**src/rtl/vga_timing_gen.sv**
```systemverilog
// vga_timing_gen: parametrised raster timing generator with pixel strobe, registered
// sync/blank decode aligned to the counters, line/frame start pulses and a frame counter.
module vga_timing_gen #(
    parameter int H_DISP  = 640,
    parameter int H_FP    = 16,
    parameter int H_SYNC  = 96,
    parameter int H_BP    = 48,
    parameter int V_DISP  = 480,
    parameter int V_FP    = 10,
    parameter int V_SYNC  = 2,
    parameter int V_BP    = 33,
    parameter bit HS_POL  = 1'b0,
    parameter bit VS_POL  = 1'b0,
    parameter int CLK_DIV = 1,
    parameter int CNT_W   = 10,
    parameter int FC_W    = 8
) (
    input  logic             pclk,
    input  logic             reset,
    output logic             pix_en,
    output logic [CNT_W-1:0] h_cnt,
    output logic [CNT_W-1:0] v_cnt,
    output logic [CNT_W-1:0] x,
    output logic [CNT_W-1:0] y,
    output logic             valid,
    output logic             hsync,
    output logic             vsync,
    output logic             vblank,
    output logic             line_start,
    output logic             frame_start,
    output logic [FC_W-1:0]  frame_cnt
);
    localparam int H_TOTAL = H_DISP + H_FP + H_SYNC + H_BP;
    localparam int V_TOTAL = V_DISP + V_FP + V_SYNC + V_BP;
    localparam logic [CNT_W-1:0] H_LAST = CNT_W'(H_TOTAL - 1);
    localparam logic [CNT_W-1:0] V_LAST = CNT_W'(V_TOTAL - 1);
    localparam logic [CNT_W-1:0] H_ACT  = CNT_W'(H_DISP);
    localparam logic [CNT_W-1:0] V_ACT  = CNT_W'(V_DISP);
    localparam logic [CNT_W-1:0] HS_BEG = CNT_W'(H_DISP + H_FP);
    localparam logic [CNT_W-1:0] HS_END = CNT_W'(H_DISP + H_FP + H_SYNC - 1);
    localparam logic [CNT_W-1:0] VS_BEG = CNT_W'(V_DISP + V_FP);
    localparam logic [CNT_W-1:0] VS_END = CNT_W'(V_DISP + V_FP + V_SYNC - 1);
    localparam int DIV_W = CLK_DIV > 1 ? $clog2(CLK_DIV) : 1;
    localparam logic [DIV_W-1:0] DIV_LAST = DIV_W'(CLK_DIV - 1);

    logic [DIV_W-1:0] div_q, div_d;
    logic [CNT_W-1:0] h_q, h_d, v_q, v_d, x_q, x_d, y_q, y_d;
    logic [FC_W-1:0]  fc_q;
    logic             step, h_wrap, origin_d, valid_d;
    logic             pix_q, ls_q, fs_q, valid_q, hs_q, hs_d, vs_q, vs_d, vb_q, vb_d;

    // Decode is taken from the next position so outputs change in the same cycle as the counters.
    always_comb begin
        step     = div_q == DIV_LAST;
        div_d    = step ? '0 : div_q + 1'b1;
        h_wrap   = h_q == H_LAST;
        h_d      = h_wrap ? '0 : h_q + 1'b1;
        v_d      = !h_wrap ? v_q : (v_q == V_LAST) ? '0 : v_q + 1'b1;
        origin_d = h_d == '0 && v_d == '0;
        valid_d  = h_d < H_ACT && v_d < V_ACT;
        x_d      = valid_d ? h_d : '0;
        y_d      = valid_d ? v_d : '0;
        vb_d     = v_d >= V_ACT;
        hs_d     = (h_d >= HS_BEG && h_d <= HS_END) ? HS_POL : ~HS_POL;
        vs_d     = (v_d >= VS_BEG && v_d <= VS_END) ? VS_POL : ~VS_POL;
    end

    always_ff @(posedge pclk) begin
        if (reset) begin
            div_q   <= '0;
            h_q     <= H_LAST;
            v_q     <= V_LAST;
            x_q     <= '0;
            y_q     <= '0;
            fc_q    <= '1;
            pix_q   <= 1'b0;
            ls_q    <= 1'b0;
            fs_q    <= 1'b0;
            valid_q <= 1'b0;
            vb_q    <= 1'b1;
            hs_q    <= ~HS_POL;
            vs_q    <= ~VS_POL;
        end else begin
            div_q <= div_d;
            pix_q <= step;
            ls_q  <= step && h_d == '0;
            fs_q  <= step && origin_d;
            if (step) begin
                h_q     <= h_d;
                v_q     <= v_d;
                x_q     <= x_d;
                y_q     <= y_d;
                valid_q <= valid_d;
                vb_q    <= vb_d;
                hs_q    <= hs_d;
                vs_q    <= vs_d;
                if (origin_d) fc_q <= fc_q + 1'b1;
            end
        end
    end

    assign pix_en      = pix_q;
    assign h_cnt       = h_q;
    assign v_cnt       = v_q;
    assign x           = x_q;
    assign y           = y_q;
    assign valid       = valid_q;
    assign hsync       = hs_q;
    assign vsync       = vs_q;
    assign vblank      = vb_q;
    assign line_start  = ls_q;
    assign frame_start = fs_q;
    assign frame_cnt   = fc_q;
endmodule

```
**config.mk**
```make
export PLATFORM = sky130hd
export DESIGN_NAME = vga_timing_gen
export DESIGN_NICKNAME = d
export VERILOG_FILES = /design/src/rtl/vga_timing_gen.sv
export SDC_FILE = /design/constraint.sdc
export NUM_CORES = 1
export LEC_CHECK = 0
export BUFFER_PORTS_ARGS = -buffer_cell sky130_fd_sc_hd__buf_2
export CELL_PAD_IN_SITES_DETAIL_PLACEMENT = 2
export CELL_PAD_IN_SITES_GLOBAL_PLACEMENT = 2
export CORE_AREA = 2 2 94 96
export DETAILED_ROUTE_END_ITERATION = 8
export DIE_AREA = 0 0 96 98
export HOLD_SLACK_MARGIN = 0.08
export PLACE_DENSITY = 0.9
export SLEW_MARGIN = 20
export SYNTH_ARGS = -nofsm -noshare
export SYNTH_HDL_FRONTEND = slang
export SYNTH_SLANG_ARGS = --single-unit
```
**constraint.sdc**
```tcl
create_clock -name pclk -period 5.8 [get_ports pclk]
set_clock_uncertainty 0.1 [all_clocks]
set_input_delay 0.58 -clock pclk [delete_from_list [all_inputs] [get_ports pclk]]
set_output_delay 0.58 -clock pclk [all_outputs]
set_load 0.03 [all_outputs]
```
==> summary.log, run 1 <==
INFO  run_status     outcome=completed
INFO  global_routing antenna_found_initial=0
INFO  logic_synthesis synth_top_family_by_area=simple AND/OR/NAND/NOR gates
INFO  logic_synthesis synth_top_area_share=40.40%
INFO  logic_synthesis ys_types=51
INFO  logic_synthesis synth.avg_cell_area=8.410um^2
INFO  timing         fin_crit_sh=68.17%
INFO  timing         hold_violations=0
INFO  timing         drv_slew=0
INFO  clock_tree     cts_setup_buffers=0
INFO  critical_path  worstSetupEndpointType=flop
INFO  timing         setup_violations=0
INFO  timing         fin_tns_setup=0ns
INFO  global_routing maximum_number_of_pins_on_one_net_before_global_route_repair=23
INFO  placement      placed_cells=476
INFO  die            core_area=8466um^2
INFO  clock_tree     ctsRootBufferMaster=sky130_fd_sc_hd__clkbuf_8
INFO  logic_synthesis muxShareOfSynthArea=2.525%
INFO  logic_synthesis ys_top_cells_by_area=sky130_fd_sc_hd__dfxtp_1 40%, sky130_fd_sc_hd__nand2_1 5.4%, sky130_fd_sc_hd__o21ai_0 4.7%
INFO  logic_synthesis synth_fp_nets=338
INFO  logic_synthesis synthSimpleGateAreaFrac=27.41%
INFO  die            die_h=98um
INFO  timing         slew_headroom=36.89%
INFO  clock_tree     hold_fix_buffer_count_after_cts=0
INFO  timing         rsz0062_at_grt=no
INFO  drt            drt_pass1_iterations=4
INFO  worst_hold_path hold_path.class=reg -> reg
INFO  logic_synthesis asyncSetResetFlopFracSynth=0%
INFO  drt            route.detailed.wl_per_inst=18.64um
INFO  logic_synthesis synth_compound_area_share=19.16%
INFO  final_layout   filler_cell_count=992
INFO  die            ios=57
INFO  logic_synthesis yosys.area.top_type=sky130_fd_sc_hd__dfxtp_1
INFO  drt            finalWirelength=9023um
INFO  logic_synthesis mappedNetlistArea=2775um^2
INFO  critical_path  worst_ep_arrival_time=4.11ns
INFO  global_routing grt_pass1_vias=2789
INFO  final_layout   final_cell_count_no_fill=484
INFO  final_layout   synthToLayoutAreaGrowth=15.60%
INFO  timing         timing.final.crit_period=3.954ns
INFO  die            rows=34
INFO  die            start_util=32.78%
INFO  drt            detail_route.drc_violations=0
INFO  critical_path  worst_ep_required_time=5.96ns
INFO  logic_synthesis synth_seq_cells=56
INFO  timing         fin_hold_ws=0.3478ns
INFO  die            dieArea=9408um^2
INFO  logic_synthesis post_synthesis_sequential_area_ratio=40.40%
INFO  clock_tree     clock-sinks=56
INFO  drt            final_ant_viol_nets=0
INFO  placement      port-buffer-count=56
INFO  final_layout   final_nets=383
INFO  die            floorplan.die.width=96um
INFO  clock_tree     cts-buffers-inserted=5
INFO  critical_path  worst_setup_path_start_kind=flop
INFO  drt            detailedRoute.firstIterationViolations=129
INFO  logic_synthesis synth_edf_count=0
INFO  logic_synthesis synth-adder-area-share=2.705%
INFO  logic_synthesis synthXorXnorAreaFrac=3.156%
INFO  final_layout   n_antenna_cell=0
INFO  power_and_ir_drop vdd_drop_max=122.2uV
INFO  logic_synthesis post_synth_most_frequent_cells=56 x sky130_fd_sc_hd__dfxtp_1, 40 x sky130_fd_sc_hd__nand2_1, 26 x sky130_fd_sc_hd__o21ai_0, 24 x sky130_fd_sc_hd__nor2_1, 19 x sky130_fd_sc_hd__nand3_1
INFO  placement      gp_routability_congestion=0.8272
INFO  drt            vias_after_detailed_routing=2644
INFO  global_routing grt_use_total=20.07%
INFO  logic_synthesis synth_most_common_cell=sky130_fd_sc_hd__dfxtp_1
INFO  timing         worst-slew-pin-transition=0.9395ns
INFO  final_layout   drive_above_1_share=19.41%
INFO  clock_tree     cts.reportedPaths.clkPinSlew=0.11ns
INFO  power_and_ir_drop power.density=334.5nW/um^2
INFO  clock_tree     clk-insertion-delay-late=0.32ns
INFO  logic_synthesis synth_flop_cell=sky130_fd_sc_hd__dfxtp_1
INFO  placement      dp_hpwl=6736um
INFO  clock_tree     htree_num_levels=2
INFO  critical_path  cp_max_fo=11
INFO  clock_tree     cts_buffer_depth=2
INFO  global_routing grt_first_pass_wirelength=14910um
INFO  global_routing grt_remaining_overflow=0
INFO  logic_synthesis warnings_from_yosys=0
INFO  clock_tree     post_cts.resized_instances=0
INFO  clock_tree     cts_tree=done
INFO  critical_path  timing_worst_setup_path_type=reg -> reg
INFO  logic_synthesis synthesis.instances=330
INFO  run            max-cap-violations=0
INFO  timing         max_freq=252.9MHz
INFO  power_and_ir_drop leakagePower=1.310nW
INFO  drt            vias_per_cell=5.463
[cells by family after synthesis]
family          Yosys count
compound gates           78
xor+xnor                 10
fa+ha+maj                 6
buf+inv                  29
flops                    56
mux                       7
other cells               1
simple gates            143
[area by class of cell]
class	count	area (um^2)	area share, %
clock buffer	5	68.82	2.145
clock inverter	3	25.02	0.7800
inverter	9	33.78	1.053
multi-input combinational	245	1529	47.66
sequential	56	1121	34.95
tap	108	135.1	4.212
timing repair buffer	58	295.3	9.204
[where the power goes]
part           internal (W)  total [W]  switching, W  leakage, nW
logic              0.000119   0.000388      0.000269        0.810
registers          0.000411   0.000455     0.0000436        0.455
clock network     0.0000885   0.000230      0.000141       0.0452
[metrics by stage]
step / util [%] / power, W / worst slack (ns) / area (um^2)
floorplan: - / 0.0007387 / 2.633 / 2775
global placement: 36.79 / 0.0008276 / 2.345 / 3114
detailed placement: 36.79 / 0.0008505 / 1.893 / 3114
CTS: 37.90 / 0.001083 / 1.889 / 3208
global route: 37.90 / 0.001135 / 1.600 / 3208
finish: 37.90 / 0.001073 / 1.846 / 3208
[worst paths after layout]
path / start / end / slack [ns] / cells past startpoint
max reg2reg: h_cnt[1] / frame_cnt[3] / 1.85 / 8
min: valid / valid / 0.35 / 2
min reg2reg: valid / valid / 0.35 / 2
max: h_cnt[1] / frame_cnt[3] / 1.85 / 8
[flip-flops by register name (all words and copies together) (netlist names)]
register     count
h_cnt           10
line_start       1
v_cnt           10
y               10
x               10
vsync            1
div_q            1
hsync            1
pix_en           1
frame_start      1
frame_cnt        8
valid            1
vblank           1
[critical path, cell delays in order (launching register included)]
cell and delay (ns):
sky130_fd_sc_hd__dfxtp_1 0.47, sky130_fd_sc_hd__ha_1 0.35, sky130_fd_sc_hd__nand4_1 0.26, sky130_fd_sc_hd__nor3_1 0.80, sky130_fd_sc_hd__a21oi_1 0.28, sky130_fd_sc_hd__nor4_1 0.59
sky130_fd_sc_hd__nand2_1 0.37, sky130_fd_sc_hd__or4_1 0.59, sky130_fd_sc_hd__nand3_1 0.09
[metal layers]
metal,vias up,GRT usage (%),routed length [um]
met3,9,3.781,291
met5,-,0,0
met1,1308,25.88,4063
li1,1280,-,-
met2,47,34.35,4541
met4,0,4.505,126
[layout by cell type, fill, tap and decap left out, drive strengths merged, types with 3 or more instances in the layout]
cell / count
o21ai: 26
a22o: 8
nand2: 40
nand4: 5
or3: 4
a21o: 3
nand3: 19
inv: 11
a31oi: 4
buf: 58
o31a: 3
nor3: 10
and2: 5
o31ai: 4
or4: 7
a21oi: 13
xor2: 4
dfxtp: 56
xnor2: 6
mux2i: 7
nor4: 11
nor2: 24
ha: 6
clkbuf: 5
nor2b: 6
Note: power is estimated with default switching activity, not from simulation.
==> run 2: changes to the inputs <==
- ABC_AREA: unset -> 1
- CORE_AREA: 2 2 94 96 -> 2 2 105 107
- DIE_AREA: 0 0 96 98 -> 0 0 107 109
- PLACE_DENSITY: 0.9 -> 0.82
- clock period: 5.8 -> 3.2 ns (I/O delays scaled with it)
==> summary.log, run 2 <==
INFO  timing         fin_crit_sh=82.18% [+14 points]
INFO  global_routing grt_first_pass_wirelength=15580um [+4.5%]
INFO  placement      port-buffer-count=56 [unchanged]
INFO  clock_tree     clk-insertion-delay-late=0.33ns [about the same]
INFO  drt            vias_after_detailed_routing=2811 [+6.3%]
INFO  timing         setup_violations=0 [unchanged]
INFO  final_layout   register_area=1121um^2 [unchanged]
INFO  logic_synthesis synthSimpleGateAreaFrac=37.34% [+9.9 points]
INFO  die            core_area=10600um^2 [+25%]
INFO  logic_synthesis synth_compound_area_share=11.02% [-8.1 points]
INFO  logic_synthesis synthesis.instances=386 [+17%]
INFO  logic_synthesis synth_top_family_by_area=simple AND/OR/NAND/NOR gates
INFO  power_and_ir_drop finalPower=0.001800W [+68%]
INFO  placement      dp_hpwl=7311um [+8.5%]
INFO  placement      gp_routability_congestion=0.7759 [-6.2%]
INFO  die            floorplan.die.width=107um [+11%]
INFO  logic_synthesis post_synth_most_frequent_cells=100 x sky130_fd_sc_hd__nand2_1, 56 x sky130_fd_sc_hd__dfxtp_1, 40 x sky130_fd_sc_hd__inv_1, 35 x sky130_fd_sc_hd__nand3_1, 28 x sky130_fd_sc_hd__nor2_1
INFO  power_and_ir_drop leakagePower=1.619nW [+24%]
INFO  critical_path  cpPeakStageDelay=0.49ns [-0.31 ns]
INFO  clock_tree     post_cts.resized_instances=0 [unchanged]
INFO  clock_tree     cts-buffers-inserted=5 [unchanged]
INFO  drt            detailedRoute.firstIterationViolations=68 [-47%]
INFO  logic_synthesis asyncSetResetFlopFracSynth=0% [unchanged]
INFO  critical_path  timing_worst_setup_path_type=reg -> reg
INFO  timing         timing.final.crit_period=2.630ns [-1.324 ns]
INFO  final_layout   n_antenna_cell=0 [unchanged]
INFO  final_layout   synthToLayoutAreaGrowth=18.28%
INFO  logic_synthesis synthXorXnorAreaFrac=2.143% [-1.0 points]
INFO  logic_synthesis synth.avg_cell_area=7.413um^2 [-12%]
INFO  global_routing maximum_number_of_pins_on_one_net_before_global_route_repair=23 [unchanged]
INFO  logic_synthesis yosys.area.top_type=sky130_fd_sc_hd__dfxtp_1
INFO  timing         least_setup_slack_across_all_paths_after_layout=0.5703ns [-1.276 ns]
INFO  logic_synthesis synth_flop_cell=sky130_fd_sc_hd__dfxtp_1
INFO  global_routing grt_pass1_vias=2992 [+7.3%]
INFO  logic_synthesis synth_edf_count=0 [unchanged]
INFO  critical_path  crit-reg2reg-capture=x[3]
INFO  global_routing grt_use_total=17.12% [-3.0 points]
INFO  logic_synthesis muxShareOfSynthArea=0% [-2.5 points]
INFO  logic_synthesis ys_types=30 [-41%]
INFO  final_layout   drive_above_1_share=24.94% [+5.5 points]
INFO  clock_tree     clock-sinks=56 [unchanged]
INFO  timing         rsz0062_at_grt=no
INFO  final_layout   filler_cell_count=1301 [+31%]
INFO  logic_synthesis post_synthesis_sequential_area_ratio=39.18% [-1.2 points]
INFO  timing         worst-slew-pin-transition=0.6641ns [-0.2754 ns]
INFO  critical_path  crit_cells=11 [+3]
INFO  run_status     outcome=completed
INFO  die            dieArea=11660um^2 [+24%]
INFO  critical_path  critical_path_buf_inv_count=0 [unchanged]
INFO  critical_path  crit_end=x[3]
INFO  global_routing antenna_found_initial=0 [unchanged]
INFO  timing         fin_tns_setup=0ns [unchanged]
INFO  timing         max_freq=380.3MHz [+50%]
INFO  logic_synthesis mappedNetlistArea=2861um^2 [+3.1%]
INFO  critical_path  path_delay_family=simple AND/OR/NAND/NOR gates
INFO  drt            drt_pass1_iterations=4 [unchanged]
INFO  logic_synthesis ys_top_cells_by_area=sky130_fd_sc_hd__dfxtp_1 39%, sky130_fd_sc_hd__nand2_1 13%, sky130_fd_sc_hd__nand3_1 6.1%
INFO  power_and_ir_drop vdd_drop_max=211.4uV [+73%]
INFO  power_and_ir_drop power.density=531.9nW/um^2 [+59%]
INFO  global_routing grt_remaining_overflow=0 [unchanged]
INFO  clock_tree     cts_buffer_depth=2 [unchanged]
INFO  critical_path  crit_chain=ha_1 -> nand3_2 -> nor2_4 -> nand2_2 -> nand2_1 -> nand2_1 -> nand2_1 -> nor2_2 -> nor2_4 -> nand3_4 -> o21ai_0
INFO  clock_tree     cts_tree=done
INFO  logic_synthesis synth_top_area_share=39.18% [-1.2 points]
INFO  die            die_h=109um [+11%]
INFO  die            start_util=26.99% [-5.8 points]
INFO  logic_synthesis synth_fp_nets=394 [+17%]
INFO  drt            finalWirelength=9491um [+5.2%]
INFO  logic_synthesis synth_seq_cells=56 [unchanged]
INFO  critical_path  worst_ep_required_time=3.35ns [-2.61 ns]
INFO  timing         hold_violations=0 [unchanged]
INFO  critical_path  reg2reg_slack=0.57ns [-1.28 ns]
INFO  timing         drv_slew=0 [unchanged]
INFO  critical_path  r2r.worst_path.cells=11 [+3]
INFO  logic_synthesis synth_most_common_cell=sky130_fd_sc_hd__nand2_1
INFO  die            rows=38 [+12%]
INFO  final_layout   mostFrequentLayoutCells=100 x sky130_fd_sc_hd__nand2_1, 56 x sky130_fd_sc_hd__dfxtp_1, 56 x sky130_fd_sc_hd__buf_2
INFO  timing         slew_headroom=55.57% [+19 points]
INFO  worst_hold_path hold_path.class=in -> reg
INFO  drt            vias_per_cell=4.805 [-12%]
INFO  logic_synthesis synth-adder-area-share=2.624% [-0.082 points]
INFO  placement      dp_slack=0.5894ns [-1.304 ns]
INFO  critical_path  r2r_start=h_cnt[0]
INFO  final_layout   final_nets=452 [+18%]
INFO  clock_tree     cts_setup_buffers=0 [unchanged]
INFO  clock_tree     ctsRootBufferMaster=sky130_fd_sc_hd__clkbuf_8
INFO  logic_synthesis warnings_from_yosys=0 [unchanged]
INFO  clock_tree     hold_fix_buffer_count_after_cts=0 [unchanged]
INFO  critical_path  worst_path_most_repeated_cell=sky130_fd_sc_hd__nand2_1
INFO  final_layout   most_common_library_cell_in_the_layout_ignoring_fill_and_taps=sky130_fd_sc_hd__nand2_1
INFO  clock_tree     htree_num_levels=2 [unchanged]
INFO  critical_path  worstSetupEndpointType=flop
INFO  clock_tree     cts.reportedPaths.clkPinSlew=0.11ns [about the same]
INFO  critical_path  crit_path_start=h_cnt[0]
INFO  die            ios=57 [unchanged]
INFO  critical_path  crit_path_top_delay_cell=sky130_fd_sc_hd__dfxtp_1
INFO  drt            route.detailed.wl_per_inst=16.22um [-13%]
INFO  drt            final_ant_viol_nets=0 [unchanged]
INFO  final_layout   multiInputGateArea=1524um^2 [-0.33%]
INFO  run            max-cap-violations=0 [unchanged]
INFO  critical_path  worst_ep_arrival_time=2.78ns [-1.33 ns]
INFO  timing         fin_hold_ws=0.1444ns [-0.2034 ns]
INFO  critical_path  worst_setup_path_start_kind=flop
INFO  drt            detail_route.drc_violations=0 [unchanged]
INFO  critical_path  cp_max_fo=17 [+6]
run 2: cell families (layout without fill, tap and decap cells):
family	count (synthesis)	after routing
and+or+nand+nor	214	214
DFF	56	56
buffers and inverters	53	112
AOI/OAI and AO/OA	49	49
xor gates and xnor gates	7	7
adders and majority gates	6	6
other	1	1
run 2: per-stage QoR:
step / cell area [um^2] / utilization, % / instances
after floorplan: 2861 / - / 386
after global placement: 3292 / 31.05 / 577
after detailed placement: 3292 / 31.05 / 577
after CTS: 3385 / 31.92 / 585
after global routing: 3385 / 31.92 / 585
final: 3385 / 31.92 / 585
run 2: worst register-to-register path, cell delays in order (launching register included):
cell                      delay (ns)
sky130_fd_sc_hd__dfxtp_1        0.49
sky130_fd_sc_hd__ha_1           0.33
sky130_fd_sc_hd__nand3_2        0.14
sky130_fd_sc_hd__nor2_4         0.14
sky130_fd_sc_hd__nand2_2        0.24
sky130_fd_sc_hd__nand2_1        0.14
sky130_fd_sc_hd__nand2_1        0.11
sky130_fd_sc_hd__nand2_1        0.13
sky130_fd_sc_hd__nor2_2         0.07
sky130_fd_sc_hd__nor2_4         0.15
sky130_fd_sc_hd__nand3_4        0.27
sky130_fd_sc_hd__o21ai_0        0.26
run 2: worst min path at each step:
stage                from    to  cells past startpoint
floorplan           reset  y[9]                      1
global placement     y[9]  y[9]                      2
detailed placement   x[2]  x[2]                      2
CTS                 reset  y[9]                      2
global route        reset  y[9]                      2
finish              reset  y[9]                      2
run 2: where the power goes:
part / total, W / switching (W) / internal [W] / leakage, nW
Combinational: 0.000593 / 0.000442 / 0.000151 / 1.11
Clock: 0.000420 / 0.000246 / 0.000174 / 0.0510
Sequential: 0.000787 / 0.0000505 / 0.000736 / 0.455
Total: 0.00180 / 0.000739 / 0.00106 / 1.62
run 2: layout make-up:
cell class | instances | area share (%)
clock buffer | 6 | 2.440
clock inverter | 2 | 0.2957
inverter | 45 | 4.991
multi-input combinational | 277 | 45.03
sequential | 56 | 33.12
tap | 140 | 5.176
timing repair buffer | 59 | 8.946
run 2: metal layers:
layer	vias up	track usage, %	wire (um)
met4	0	5.473	181
li1	1379	-	-
met2	45	30.66	4839
met5	-	0	0
met3	16	2.271	259
met1	1371	21.29	4211
==> run 3: changes to the inputs <==
- ABC_AREA: 1 -> 0
- CORE_AREA: 2 2 105 107 -> 2 2 101 103
- DIE_AREA: 0 0 107 109 -> 0 0 103 105
- PLACE_DENSITY: 0.82 -> 0.83
- clock period: 3.2 -> 2.4 ns (I/O delays scaled with it)
==> summary.log, run 3 (synthesis results as in run 1) <==
INFO  die            start_util=28.79% [+1.8 points]
INFO  drt            route.detailed.wl_per_inst=27.93um [+72%]
INFO  power_and_ir_drop leakagePower=1.938nW [+20%]
INFO  drt            final_ant_viol_nets=0 [unchanged]
INFO  drt            detail_route.drc_violations=0 [unchanged]
INFO  run_status     violations=setup timing
INFO  final_layout   final_nets=484 [+7.1%]
INFO  die            dieArea=10820um^2 [-7.3%]
INFO  worst_hold_path hold_path.class=in -> reg
INFO  timing         worst-slew-pin-transition=0.6485ns [-0.01559 ns]
INFO  timing         hold_violations=0 [unchanged]
INFO  critical_path  cp_max_fo=4 [-13]
INFO  placement      port-buffer-count=56 [unchanged]
INFO  drt            vias_after_detailed_routing=3469 [+23%]
INFO  final_layout   finalInstanceArea=4552um^2 [+34%]
INFO  run_status     outcome=finished, violations left
INFO  timing         drv_slew=0 [unchanged]
INFO  placement      place_area=3734um^2 [+13%]
INFO  critical_path  worst_ep_required_time=2.59ns [-0.76 ns]
INFO  timing         slew_headroom=56.37% [+0.80 points]
INFO  power_and_ir_drop cell_internal_pwr=0.002168W [+100%]
INFO  clock_tree     htree_num_levels=2 [unchanged]
INFO  timing         timing.final.crit_period=3.059ns [+0.4294 ns]
INFO  power_and_ir_drop finalPower=0.003831W [+110%]
INFO  die            floorplan.die.width=103um [-3.7%]
INFO  global_routing grt_first_pass_wirelength=22360um [+44%]
INFO  critical_path  worst_setup_path_start_kind=flop
INFO  placement      gp_routability_congestion=0.8370 [+7.9%]
INFO  final_layout   n_antenna_cell=0 [unchanged]
INFO  global_routing maximum_number_of_pins_on_one_net_before_global_route_repair=26 [+13%]
INFO  power_and_ir_drop netSwitchingPower=0.001663W [+120%]
INFO  timing         rsz0062_at_grt=yes
INFO  clock_tree     clock-sinks=56 [unchanged]
INFO  power_and_ir_drop power.density=841.6nW/um^2 [+58%]
INFO  drt            detailedRoute.firstIterationViolations=196 [+190%]
INFO  die            die_h=105um [-3.7%]
INFO  global_routing grt_use_total=27.65% [+11 points]
INFO  timing         fin_crit_sh=127.5% [+45 points]
INFO  power_and_ir_drop seq_power_share=27.4% [-16 points]
INFO  critical_path  timing_worst_setup_path_type=reg -> reg
INFO  drt            drt_pass1_iterations=4 [unchanged]
INFO  final_layout   most_common_library_cell_in_the_layout_ignoring_fill_and_taps=sky130_fd_sc_hd__buf_4
INFO  global_routing antenna_found_initial=0 [unchanged]
INFO  timing         max_freq=326.9MHz [-14%]
INFO  clock_tree     cts.reportedPaths.clkPinSlew=0.12ns [about the same]
INFO  critical_path  worst_ep_arrival_time=3.25ns [+0.47 ns]
INFO  die            ios=57 [unchanged]
INFO  power_and_ir_drop switching_share=43.41% [+2.3 points]
INFO  clock_tree     cts_buffer_depth=2 [unchanged]
INFO  die            core_area=9639um^2 [-9.1%]
INFO  final_layout   synthToLayoutAreaGrowth=64.02%
INFO  drt            finalWirelength=17040um [+79%]
INFO  die            rows=36 [-5.3%]
INFO  timing         setup_violations=35 [+35]
INFO  clock_tree     ctsRootBufferMaster=sky130_fd_sc_hd__clkbuf_8
INFO  power_and_ir_drop vdd_drop_max=307.3uV [+45%]
INFO  clock_tree     cts_tree=done
INFO  run            max-cap-violations=0 [unchanged]
INFO  global_routing grt_pass1_vias=3624 [+21%]
INFO  final_layout   drive_above_1_share=51.36% [+26 points]
INFO  timing         least_setup_slack_across_all_paths_after_layout=-0.6592ns [-1.229 ns]
INFO  power_and_ir_drop comb_power_share=54.8% [+22 points]
INFO  final_layout   mostFrequentLayoutCells=89 x sky130_fd_sc_hd__buf_4, 56 x sky130_fd_sc_hd__buf_2, 49 x sky130_fd_sc_hd__dfxtp_1
INFO  placement      dp_hpwl=8737um [+20%]
INFO  critical_path  worstSetupEndpointType=flop
INFO  power_and_ir_drop share_clk_of_total_power=17.8% [-5.5 points]
INFO  clock_tree     cts-buffers-inserted=5 [unchanged]
INFO  global_routing grt_remaining_overflow=0 [unchanged]
INFO  drt            vias_per_cell=5.687 [+18%]
INFO  clock_tree     clk-insertion-delay-late=0.35ns [+0.02 ns]
[run 3: cell count changes in the layout (fill, tap and decap cells not counted), sizes merged, moves of 6 or more]
cell,change
nor2b,+6
nor2,-15
nand2,-72
inv,-33
or4,+7
nor4,+10
nand3,-23
nand4,-9
o22ai,-7
a22o,+8
buf,+99
a21oi,+9
mux2i,+7
[run 3: per-layer routing]
layer,part of all wire [%],global-route usage (%)
met5,0,0
met4,5.7,10.62
met3,6.2,5.686
met2,50,47.17
met1,38,33.51
[run 3: cell type report]
class                      instances  area, um^2
sequential                        56        1135
timing repair buffer             158        1095
inverter                           9       36.28
tap                              133       166.4
multi-input combinational        246        1998
clock buffer                       8       121.4
fill                            1092        5087
[run 3: path summary, 6_finish.rpt]
kind	cells past startpoint	from	slack, ns	to
setup / recovery	10	h_cnt[9]	-0.66	y[6]
hold / removal	2	reset	0.21	line_start
setup reg to reg	10	h_cnt[9]	-0.66	y[6]
hold reg to reg	2	y[7]	0.36	y[7]
[run 3: through the flow]
stage | TNS (ns) | util (%) | hold WS (ns) | setup WS (ns) | std cells
after floorplan | -8.890 | - | 0.2443 | -0.5401 | 330
after global placement | -5.613 | 38.73 | 0.3307 | -0.3527 | 575
after detailed placement | -11.29 | 38.73 | 0.3459 | -0.6126 | 575
after CTS | -6.153 | 43.63 | 0.2137 | -0.4672 | 597
after global routing | -17.51 | 47.22 | 0.2375 | -0.7420 | 610
final | -14.09 | 47.22 | 0.2064 | -0.6592 | 610
[run 3: worst max-delay path, cell delays in order (launching register included)]
cell,delay (ns)
sky130_fd_sc_hd__dfxtp_2,0.36
sky130_fd_sc_hd__or3b_4,0.40
sky130_fd_sc_hd__buf_4,0.16
sky130_fd_sc_hd__o21ai_0,0.44
sky130_fd_sc_hd__a31oi_1,0.28
sky130_fd_sc_hd__buf_4,0.24
sky130_fd_sc_hd__o21ai_4,0.16
sky130_fd_sc_hd__o311ai_4,0.16
sky130_fd_sc_hd__buf_4,0.18
sky130_fd_sc_hd__or3_4,0.39
sky130_fd_sc_hd__a21oi_2,0.13
[run 3: what timing repair did]
action,in CTS,in global routing
pin swaps,17,26
hold endpoints to repair,0,0
buffers inserted,13,17
endpoints found under the setup margin,37,40
hold buffers,0,0
gates cloned,1,0
gates resized for setup,60,59
[run 3: power groups by stage]
stage	clock network, W	registers [W]	logic [W]
2_1_floorplan	0	0.00119	0.000626
3_3_place_gp	0	0.00105	0.00130
3_5_place_dp	0	0.00106	0.00137
4_1_cts	0.000673	0.00104	0.00162
5_1_grt	0.000718	0.00105	0.00217
6_report	0.000683	0.00105	0.00210
